[config.mk]
export PLATFORM = sky130hd
export DESIGN_NAME = imem_ctrl_flat
export DESIGN_NICKNAME = d
export VERILOG_FILES = /design/src/rtl/imem_ctrl_pkg.sv /design/src/rtl/imem_ctrl_if.sv /design/src/rtl/imem_line_buf.sv /design/src/rtl/imem_ctrl.sv /design/src/flat_wrapper.sv
export SDC_FILE = /design/constraint.sdc
export NUM_CORES = 1
export LEC_CHECK = 0
export CAP_MARGIN = 15
export CORE_UTILIZATION = 40
export DETAILED_ROUTE_END_ITERATION = 8
export HOLD_SLACK_MARGIN = 0.06
export PLACE_DENSITY = 0.73
export SLEW_MARGIN = 40
export SYNTH_ARGS = -nofsm -noshare
export SYNTH_HDL_FRONTEND = slang
export SYNTH_SLANG_ARGS = --single-unit
[constraint.sdc]
create_clock -name clk -period 2.62 [get_ports clk]
set_input_delay 0.524 -clock clk [delete_from_list [all_inputs] [get_ports clk]]
set_output_delay 0.524 -clock clk [all_outputs]
set_load 0.01 [all_outputs]
[src/rtl/imem_ctrl_pkg.sv]
// Shared types and constants for the byte-wide instruction memory sequencer.
package imem_ctrl_pkg;

    localparam int unsigned BYTES_PER_WORD = 4;
    localparam int unsigned BYTE_W         = 8;
    localparam int unsigned WORD_W         = BYTES_PER_WORD * BYTE_W;
    localparam int unsigned CNT_W          = 3;
    localparam logic [WORD_W-1:0] NOP_INSTR_DEF = 32'h0000_0013;

    typedef enum logic [1:0] {
        IDLE,
        RD,
        RESP
    } state_t;

    // Response payload presented to the fetch stage
    typedef struct packed {
        logic [WORD_W-1:0] word;
        logic              err;
    } fetch_rsp_t;

    // Big-endian assembly: earlier bytes end up in the upper lanes
    function automatic logic [WORD_W-1:0] shift_in_byte(input logic [WORD_W-1:0] w,
                                                        input logic [BYTE_W-1:0] b);
        return {w[WORD_W-BYTE_W-1:0], b};
    endfunction

endpackage

[src/rtl/imem_ctrl_if.sv]
// Fetch, loader and memory-port signals of the instruction memory sequencer.
interface imem_ctrl_if #(
    parameter int unsigned ADDR_WIDTH = 12
);
    logic                  fetch_req;
    logic [31:0]           fetch_addr;
    logic                  fetch_flush;
    logic                  fetch_ready;
    logic                  fetch_valid;
    logic [31:0]           fetch_rdata;
    logic                  fetch_err;

    logic                  ld_valid;
    logic [ADDR_WIDTH-1:0] ld_addr;
    logic [7:0]            ld_data;
    logic                  ld_ready;

    logic [ADDR_WIDTH-1:0] mem_addr;
    logic                  mem_we;
    logic [7:0]            mem_wdata;
    logic [7:0]            mem_rdata;

    // Environment side: fetch stage, program loader and the memory array
    modport master (
        output fetch_req, fetch_addr, fetch_flush,
        input  fetch_ready, fetch_valid, fetch_rdata, fetch_err,
        output ld_valid, ld_addr, ld_data,
        input  ld_ready,
        input  mem_addr, mem_we, mem_wdata,
        output mem_rdata
    );

    modport slave (
        input  fetch_req, fetch_addr, fetch_flush,
        output fetch_ready, fetch_valid, fetch_rdata, fetch_err,
        input  ld_valid, ld_addr, ld_data,
        output ld_ready,
        output mem_addr, mem_we, mem_wdata,
        input  mem_rdata
    );
endinterface

[src/rtl/imem_line_buf.sv]
// One-entry fetched-word buffer: tag compare, fill on read completion, invalidate on writes.
module imem_line_buf
    import imem_ctrl_pkg::*;
#(
    parameter int unsigned ADDR_WIDTH = 12
) (
    input  logic                  clk,
    input  logic                  rst,
    input  logic                  inval,
    input  logic                  fill,
    input  logic [ADDR_WIDTH-1:0] fill_tag,
    input  logic [WORD_W-1:0]     fill_word,
    input  logic [ADDR_WIDTH-1:0] lookup_tag,
    output logic                  hit_c,
    output logic [WORD_W-1:0]     word
);
    logic                  valid_q;
    logic [ADDR_WIDTH-1:0] tag_q;

    always_ff @(posedge clk or posedge rst) begin
        if (rst) begin
            valid_q <= 1'b0;
            tag_q   <= '0;
            word    <= '0;
        end else if (inval) begin
            valid_q <= 1'b0;
        end else if (fill) begin
            valid_q <= 1'b1;
            tag_q   <= fill_tag;
            word    <= fill_word;
        end
    end

    assign hit_c = valid_q && (tag_q == lookup_tag);

endmodule

[src/rtl/imem_ctrl.sv]
// Fetch/loader arbiter and 4-byte serial word reader for the byte-wide instruction memory.
// Optional one-entry word buffer enabled by defining IMEM_LINE_BUF_EN.
module imem_ctrl
    import imem_ctrl_pkg::*;
#(
    parameter int unsigned       ADDR_WIDTH = 12,
    parameter logic [WORD_W-1:0] NOP_INSTR  = NOP_INSTR_DEF
) (
    input  logic       clk,
    input  logic       rst,
    imem_ctrl_if.slave bus
);
    state_t                state_q, state_d;
    logic [CNT_W-1:0]      cnt_q, cnt_d;
    logic [ADDR_WIDTH-1:0] base_q, base_d;
    logic [WORD_W-1:0]     shreg_q, shreg_d;
    fetch_rsp_t            rsp_q, rsp_d;
    logic                  valid_q;

    logic [ADDR_WIDTH-1:0] req_base;
    logic [WORD_W-1:0]     word_c;
    logic                  buf_hit_c;
    logic [WORD_W-1:0]     buf_word;
    logic                  buf_fill;
    logic                  buf_inval;
    logic                  unused_addr_hi;

    assign req_base       = bus.fetch_addr[ADDR_WIDTH-1:0];
    assign word_c         = shift_in_byte(shreg_q, bus.mem_rdata);
    assign unused_addr_hi = ^bus.fetch_addr;

    always_ff @(posedge clk or posedge rst) begin
        if (rst) begin
            state_q <= IDLE;
            cnt_q   <= '0;
            base_q  <= '0;
            shreg_q <= '0;
            rsp_q   <= '0;
            valid_q <= 1'b0;
        end else begin
            state_q <= state_d;
            cnt_q   <= cnt_d;
            base_q  <= base_d;
            shreg_q <= shreg_d;
            rsp_q   <= rsp_d;
            valid_q <= (state_d == RESP);
        end
    end

    // Next state, port arbitration and byte assembly
    always_comb begin
        state_d         = state_q;
        cnt_d           = cnt_q;
        base_d          = base_q;
        shreg_d         = shreg_q;
        rsp_d           = rsp_q;
        bus.fetch_ready = 1'b0;
        bus.ld_ready    = 1'b0;
        bus.mem_we      = 1'b0;
        bus.mem_addr    = '0;
        bus.mem_wdata   = '0;
        buf_fill        = 1'b0;
        buf_inval       = 1'b0;

        case (state_q)
            IDLE: begin
                if (bus.ld_valid) begin
                    bus.ld_ready  = 1'b1;
                    bus.mem_we    = 1'b1;
                    bus.mem_addr  = bus.ld_addr;
                    bus.mem_wdata = bus.ld_data;
                    buf_inval     = 1'b1;
                end else begin
                    bus.fetch_ready = 1'b1;
                    if (bus.fetch_req) begin
                        base_d = req_base;
                        if (bus.fetch_addr[1:0] != 2'b00) begin
                            state_d = RESP;
                            rsp_d   = '{word: NOP_INSTR, err: 1'b1};
                        end else if (buf_hit_c) begin
                            state_d = RESP;
                            rsp_d   = '{word: buf_word, err: 1'b0};
                        end else begin
                            state_d = RD;
                            cnt_d   = '0;
                        end
                    end
                end
            end
            RD: begin
                if (cnt_q < CNT_W'(BYTES_PER_WORD)) begin
                    bus.mem_addr = base_q + ADDR_WIDTH'(cnt_q);
                end
                if (bus.fetch_flush) begin
                    state_d = IDLE;
                    cnt_d   = '0;
                end else begin
                    // Read data lags the address by one cycle, so byte cnt-1 arrives now
                    if (cnt_q != '0) begin
                        shreg_d = word_c;
                    end
                    if (cnt_q == CNT_W'(BYTES_PER_WORD)) begin
                        state_d  = RESP;
                        cnt_d    = '0;
                        rsp_d    = '{word: word_c, err: 1'b0};
                        buf_fill = 1'b1;
                    end else begin
                        cnt_d = cnt_q + CNT_W'(1);
                    end
                end
            end
            RESP: begin
                state_d = IDLE;
            end
            default: begin
                state_d = IDLE;
            end
        endcase
    end

    assign bus.fetch_valid = valid_q;
    assign bus.fetch_rdata = rsp_q.word;
    assign bus.fetch_err   = rsp_q.err;

`ifdef IMEM_LINE_BUF_EN
    imem_line_buf #(
        .ADDR_WIDTH(ADDR_WIDTH)
    ) u_line_buf (
        .clk        (clk),
        .rst        (rst),
        .inval      (buf_inval),
        .fill       (buf_fill),
        .fill_tag   (base_q),
        .fill_word  (word_c),
        .lookup_tag (req_base),
        .hit_c      (buf_hit_c),
        .word       (buf_word)
    );
`else
    logic unused_buf;
    assign buf_hit_c  = 1'b0;
    assign buf_word   = '0;
    assign unused_buf = ^{buf_fill, buf_inval};
`endif

endmodule

[src/flat_wrapper.sv]
// flat-port wrapper written by rule: the top's interface ports become plain ports
module imem_ctrl_flat import imem_ctrl_pkg::*;
#(
    parameter int unsigned       ADDR_WIDTH = 12,
    parameter logic [WORD_W-1:0] NOP_INSTR  = NOP_INSTR_DEF
)
  (clk, rst, bus_fetch_req, bus_fetch_addr, bus_fetch_flush, bus_fetch_ready, bus_fetch_valid, bus_fetch_rdata, bus_fetch_err, bus_ld_valid, bus_ld_addr, bus_ld_data, bus_ld_ready, bus_mem_addr, bus_mem_we, bus_mem_wdata, bus_mem_rdata);
  imem_ctrl_if #(.ADDR_WIDTH(ADDR_WIDTH)) bus_i ();
  input  logic clk;
  input  logic rst;
  input wire logic [$bits(bus_i.fetch_req)-1:0] bus_fetch_req;
  input wire logic [$bits(bus_i.fetch_addr)-1:0] bus_fetch_addr;
  input wire logic [$bits(bus_i.fetch_flush)-1:0] bus_fetch_flush;
  output wire logic [$bits(bus_i.fetch_ready)-1:0] bus_fetch_ready;
  output wire logic [$bits(bus_i.fetch_valid)-1:0] bus_fetch_valid;
  output wire logic [$bits(bus_i.fetch_rdata)-1:0] bus_fetch_rdata;
  output wire logic [$bits(bus_i.fetch_err)-1:0] bus_fetch_err;
  input wire logic [$bits(bus_i.ld_valid)-1:0] bus_ld_valid;
  input wire logic [$bits(bus_i.ld_addr)-1:0] bus_ld_addr;
  input wire logic [$bits(bus_i.ld_data)-1:0] bus_ld_data;
  output wire logic [$bits(bus_i.ld_ready)-1:0] bus_ld_ready;
  output wire logic [$bits(bus_i.mem_addr)-1:0] bus_mem_addr;
  output wire logic [$bits(bus_i.mem_we)-1:0] bus_mem_we;
  output wire logic [$bits(bus_i.mem_wdata)-1:0] bus_mem_wdata;
  input wire logic [$bits(bus_i.mem_rdata)-1:0] bus_mem_rdata;
  assign bus_i.fetch_req = bus_fetch_req;
  assign bus_i.fetch_addr = bus_fetch_addr;
  assign bus_i.fetch_flush = bus_fetch_flush;
  assign bus_fetch_ready = bus_i.fetch_ready;
  assign bus_fetch_valid = bus_i.fetch_valid;
  assign bus_fetch_rdata = bus_i.fetch_rdata;
  assign bus_fetch_err = bus_i.fetch_err;
  assign bus_i.ld_valid = bus_ld_valid;
  assign bus_i.ld_addr = bus_ld_addr;
  assign bus_i.ld_data = bus_ld_data;
  assign bus_ld_ready = bus_i.ld_ready;
  assign bus_mem_addr = bus_i.mem_addr;
  assign bus_mem_we = bus_i.mem_we;
  assign bus_mem_wdata = bus_i.mem_wdata;
  assign bus_i.mem_rdata = bus_mem_rdata;
  imem_ctrl #(.ADDR_WIDTH(ADDR_WIDTH), .NOP_INSTR(NOP_INSTR)) u_core (.clk(clk), .rst(rst), .bus(bus_i));
endmodule
Word-level counts from Yosys, hierarchy flattened. Index checks and enable logic that the tools add are counted.

Add/subtract/negate cells: 2. $lt $le $gt $ge: 1. Equal/unequal tests: 9. Multiplexer cells: 27. Bitwise operators: 2. Reductions and logical operators: 8.

Operators with widths (number): $mux 33 (5); $pmux 33 s2 (1); $mux 12 (2); $pmux 12 s2 (1); $mux 8 (2); $mux 3 (5); $add 12x3->12 (1); $mux 2 (5); $ne 2x2->1 const B (4); $pmux 3 s2 (1); $reduce_and 3->1 (2); $reduce_and 6->1 (1); $mux 1 (4); $ne 2x1->1 const B (2); $pmux 2 s2 (1); $reduce_and 4->1 (1); $reduce_bool 2->1 (2); $add 3x1->3 const B (1); $eq 3x3->1 const B (1); $lt 3x3->1 const B (1); $reduce_bool 3->1 (1); $eq 2x1->1 const B (1); $eq 2x2->1 const B (1); $logic_not 2->1 (1); $not 1->1 (2).

Register bits after elaboration: 75. Bits of input ports: 65. Output and inout port bits: 57. Logic and storage cells: 56.

Logic depth before layout (Yosys ltp).
Depth in word-level cells: 6. Mapped depth: 7. Gate-level depth less buffers: 6.

Worst setup path before layout. OpenSTA, ideal clock, no wires.

Path type: register to output. Start point: register u_core.cnt_q[0]. End point: output bus_mem_addr[10]. Data arrival time: 1.670 ns. Required time: 2.096 ns. Setup slack: 0.426 ns. Cell stages (with the launch flop): 7. Cells stage by stage: dfrtp_1 ha_1 fa_1 a21oi_1 nor4b_1 xnor2_1 o21ai_0.

Longest elaborated chain between the ends: 3. Elaborated cells on any way between the ends: 4. Classes of those cells: 1 x add/sub; 1 x order compare; 2 x mux.

Ends and longest elaborated chain: start: declaration (line imem_ctrl.sv:14) `logic [CNT_W-1:0] cnt_q, cnt_d;`; start signal: assignment (line imem_ctrl.sv:42) `cnt_q <= cnt_d;`; $add 12x3->12 or $lt 3x3->1 (tied branches) (line imem_ctrl.sv:92, imem_ctrl.sv:91); $mux 12 * (line imem_ctrl.sv:91) `if (cnt_q < CNT_W'(BYTES_PER_WORD)) begin`; $pmux 12 s2 * (line imem_ctrl.sv:65) `case (state_q)`; end: declaration (line flat_wrapper.sv:22) `output wire logic [$bits(bus_i.mem_addr)-1:0] bus_mem_addr;`.

Mark *: on every way between the ends. The rest lies on a longest branch, timed or not.

Worst setup path after layout.
Start point: register u_core.cnt_q[1]. End point: output bus_mem_addr[6].

Same word-level chain as after synthesis.

==> out/results.txt <==
# IOs = 122
Top FF cell, synth = dfrtp_1
Data arrival, critical path = 2040 ps
Min cycle time layout = 2561 ps
Post-route ant nets = 0
Number of diodes = 0
CP Launch Type = flip-flop
Grt ovf = 0
HPWL Detailed = 5095 um
Endpoint class of the critical path = output port
Core Region = 0.007848 mm2
Clk sinks = 75
Post-synth top cells = dfrtp_1, mux2_2, a22o_1
Placed cells = 460
Mean area per synthesized cell = 12.93 um2
Slew Viols, Final = 0
Max transition margin = 65.15%
Hold Crit Class = reg -> reg
Detailed Route Iter0 Violations = 64
DRC viols = 0
Port-buffer cells = 101
Initial core utilization = 42.03%
Top-count cell post-synth = dfrtp_1
Gpl congestion = 0.8230
Fin nets = 444
Final Setup Violations = 0
Initial antenna violation count = 0
Net Count, Synth = 326
Die Area = 0.008613 mm2
Final Routed Wirelength = 7484 um
Final Hold Fails = 0
Achievable Freq = 390.4 MHz
Vias per cell = 5.065
Share of the yosys chip area belonging to registers = 56.90%
Synth warn = 0
Overall Global Routing Usage = 17.86%
Number of global-route vias before repair = 2412
Max FO, Critical Path = 3
Drt pass-1 iters = 4
VDD IR max = 0.0003317 V
Share of cells above drive strength 1 = 24.60%
Pin count of the biggest net entering global routing = 76
Total CTS buffers = 9
Total of max-cap violations = 0
Largest area contributor in the netlist = dfrtp_1
Post-synth ARST share = 100.0%
Final period util = 97.77%
Synth Cell Area = 0.003298 mm2
Root Buffer = clkbuf_8
Crit path kind = reg -> out
Tightest Pin Transition = 520.7 ps
Status = finished, final reports clean
First-pass GRT wire length = 11870 um
Synth cell types = 36
Wirelength per Cell = 15.59 um
PD cells = 569.5 mW/mm2
Worst setup margin = 58.50 ps
RSZ-0062 raised after global routing = true
Worst setup skew after layout = 11.95 ps
CTS max path bufs = 2
CTS H-Tree Depth = 3
Leak = 0.002118 uW
CTS tree = done
FP Rows = 32
DIE WIDTH = 92.81 um
Fill count = 652
FF+latch count, synth = 75
Post-Layout Cell Count = 480
Setup Slack @ Placement = -94.43 ps
Layout area overhead = 44.39%
Number of synthesized flops with an enable pin = 0
Synth top area share = 56.90%
Synth top area cells = dfrtp_1, mux2_2, a22o_1
Die Ht = 92.81 um
Post-synthesis cell count = 255
WP data required = 2100 ps
Later-pin clock latency in the skew report = 350 ps
CTS clk-pin slew, worst paths = 90 ps
Via count = 2431
worst paths after layout:
path / start / endpoint / slack [ps] / depth (start not counted)
hold / removal: u_core.shreg_q[19] / u_core.bus.fetch_rdata[27] / 490 / 1
setup / recovery: u_core.cnt_q[1] / bus_mem_addr[6] / 60 / 7
max in group asynchronous: rst / u_core.state_q[1] / 1700 / 3
min in group asynchronous: rst / u_core.bus.fetch_rdata[29] / 560 / 3
hold reg to reg: u_core.shreg_q[19] / u_core.bus.fetch_rdata[27] / 490 / 1
setup reg to reg: u_core.cnt_q[1] / u_core.bus.fetch_rdata[1] / 610 / 8
layer usage:
metal / vias up / share of wire (%) / global-route usage (%)
met4: 0 / 1.2 / 6.923
met2: 62 / 47 / 27.45
met5: - / 0 / 0
li1: 1153 / - / -
met1: 1205 / 47 / 24.34
met3: 11 / 5.4 / 4.351
sequential cells by signal, summed over array words and instances (netlist names):
name                    flops
u_core.bus.fetch_err        1
u_core.bus.fetch_valid      1
u_core.bus.fetch_rdata     32
u_core.state_q              2
u_core.base_q              12
u_core.cnt_q                3
u_core.shreg_q             24
logic make-up (layout without fill, tap and decap cells):
logic type	Yosys count	in the layout	share of synthesized area, %
flops	75	75	56.90
fa+ha+maj	6	6	2.504
xor+xnor	10	10	2.656
compound gates	60	60	14.30
simple gates	49	49	8.194
buf+inv	20	143	3.490
mux	35	35	11.95
timing repair:
item                       CTS  global route
setup buffers                3             1
setup endpoints to repair   11            17
pin swaps                    2             3
resized for setup           27            20
hold buffers                 0             0
area by class of cell:
cell class | instances | area [um2] | share of cell area (%)
Clock inverter | 6 | 47.55 | 0.9984
Multi-Input combinational cell | 160 | 1398 | 29.35
Clock buffer | 10 | 127.6 | 2.680
Tap cell | 102 | 127.6 | 2.680
Sequential cell | 75 | 1881 | 39.49
Inverter | 7 | 27.53 | 0.5780
Timing Repair Buffer | 120 | 1154 | 24.22
report_power, final:
| group | switching [uW] | internal (uW) |
|---|---|---|
| logic | 232 | 320 |
| clock network | 450 | 354 |
| registers | 92.4 | 1260 |
placed cells by master, fill, tap and decap left out, drive strengths merged, types with 2 or more instances in the layout:
| master | instances |
|---|---|
| clkdlybuf4s50 | 90 |
| dfrtp | 75 |
| mux2 | 35 |
| a22o | 31 |
| nand2 | 22 |
| buf | 21 |
| clkbuf | 14 |
| o21ai | 14 |
| and2 | 10 |
| inv | 9 |
| xnor2 | 8 |
| dlygate4sd2 | 5 |
| a21oi | 5 |
| ha | 5 |
| nor2 | 4 |
| o22a | 3 |
| nand3 | 3 |
| clkinv | 3 |
| nor4b | 3 |
| o21bai | 2 |
| nand4 | 2 |
| nor3 | 2 |
| xor2 | 2 |
worst max-delay path, cell delays in order (launching register included):
cell     delay (ps)
dfrtp_2         450
buf_6           140
fa_2            430
a21o_1          200
nand4_1         100
xor2_1          170
o21ai_1          70
buf_2           150
through the flow:
stage | hold slack, ps | setup TNS, ps | instance area (um2) | utilization, % | total power, uW
final | 488.8 | 0 | 4762 | 60.68 | 2712
after global routing | 512.7 | -28.79 | 4762 | 60.68 | 2848
after CTS | 489.3 | -54.85 | 4741 | 60.41 | 2715
after detailed placement | 479.9 | -188.2 | 4494 | 57.27 | 1879
after global placement | 476.0 | -82.60 | 4479 | 57.08 | 1854
after floorplan | 464.9 | 0 | 3298 | - | 1635
No activity file was read; power rests on OpenSTA's default activity.
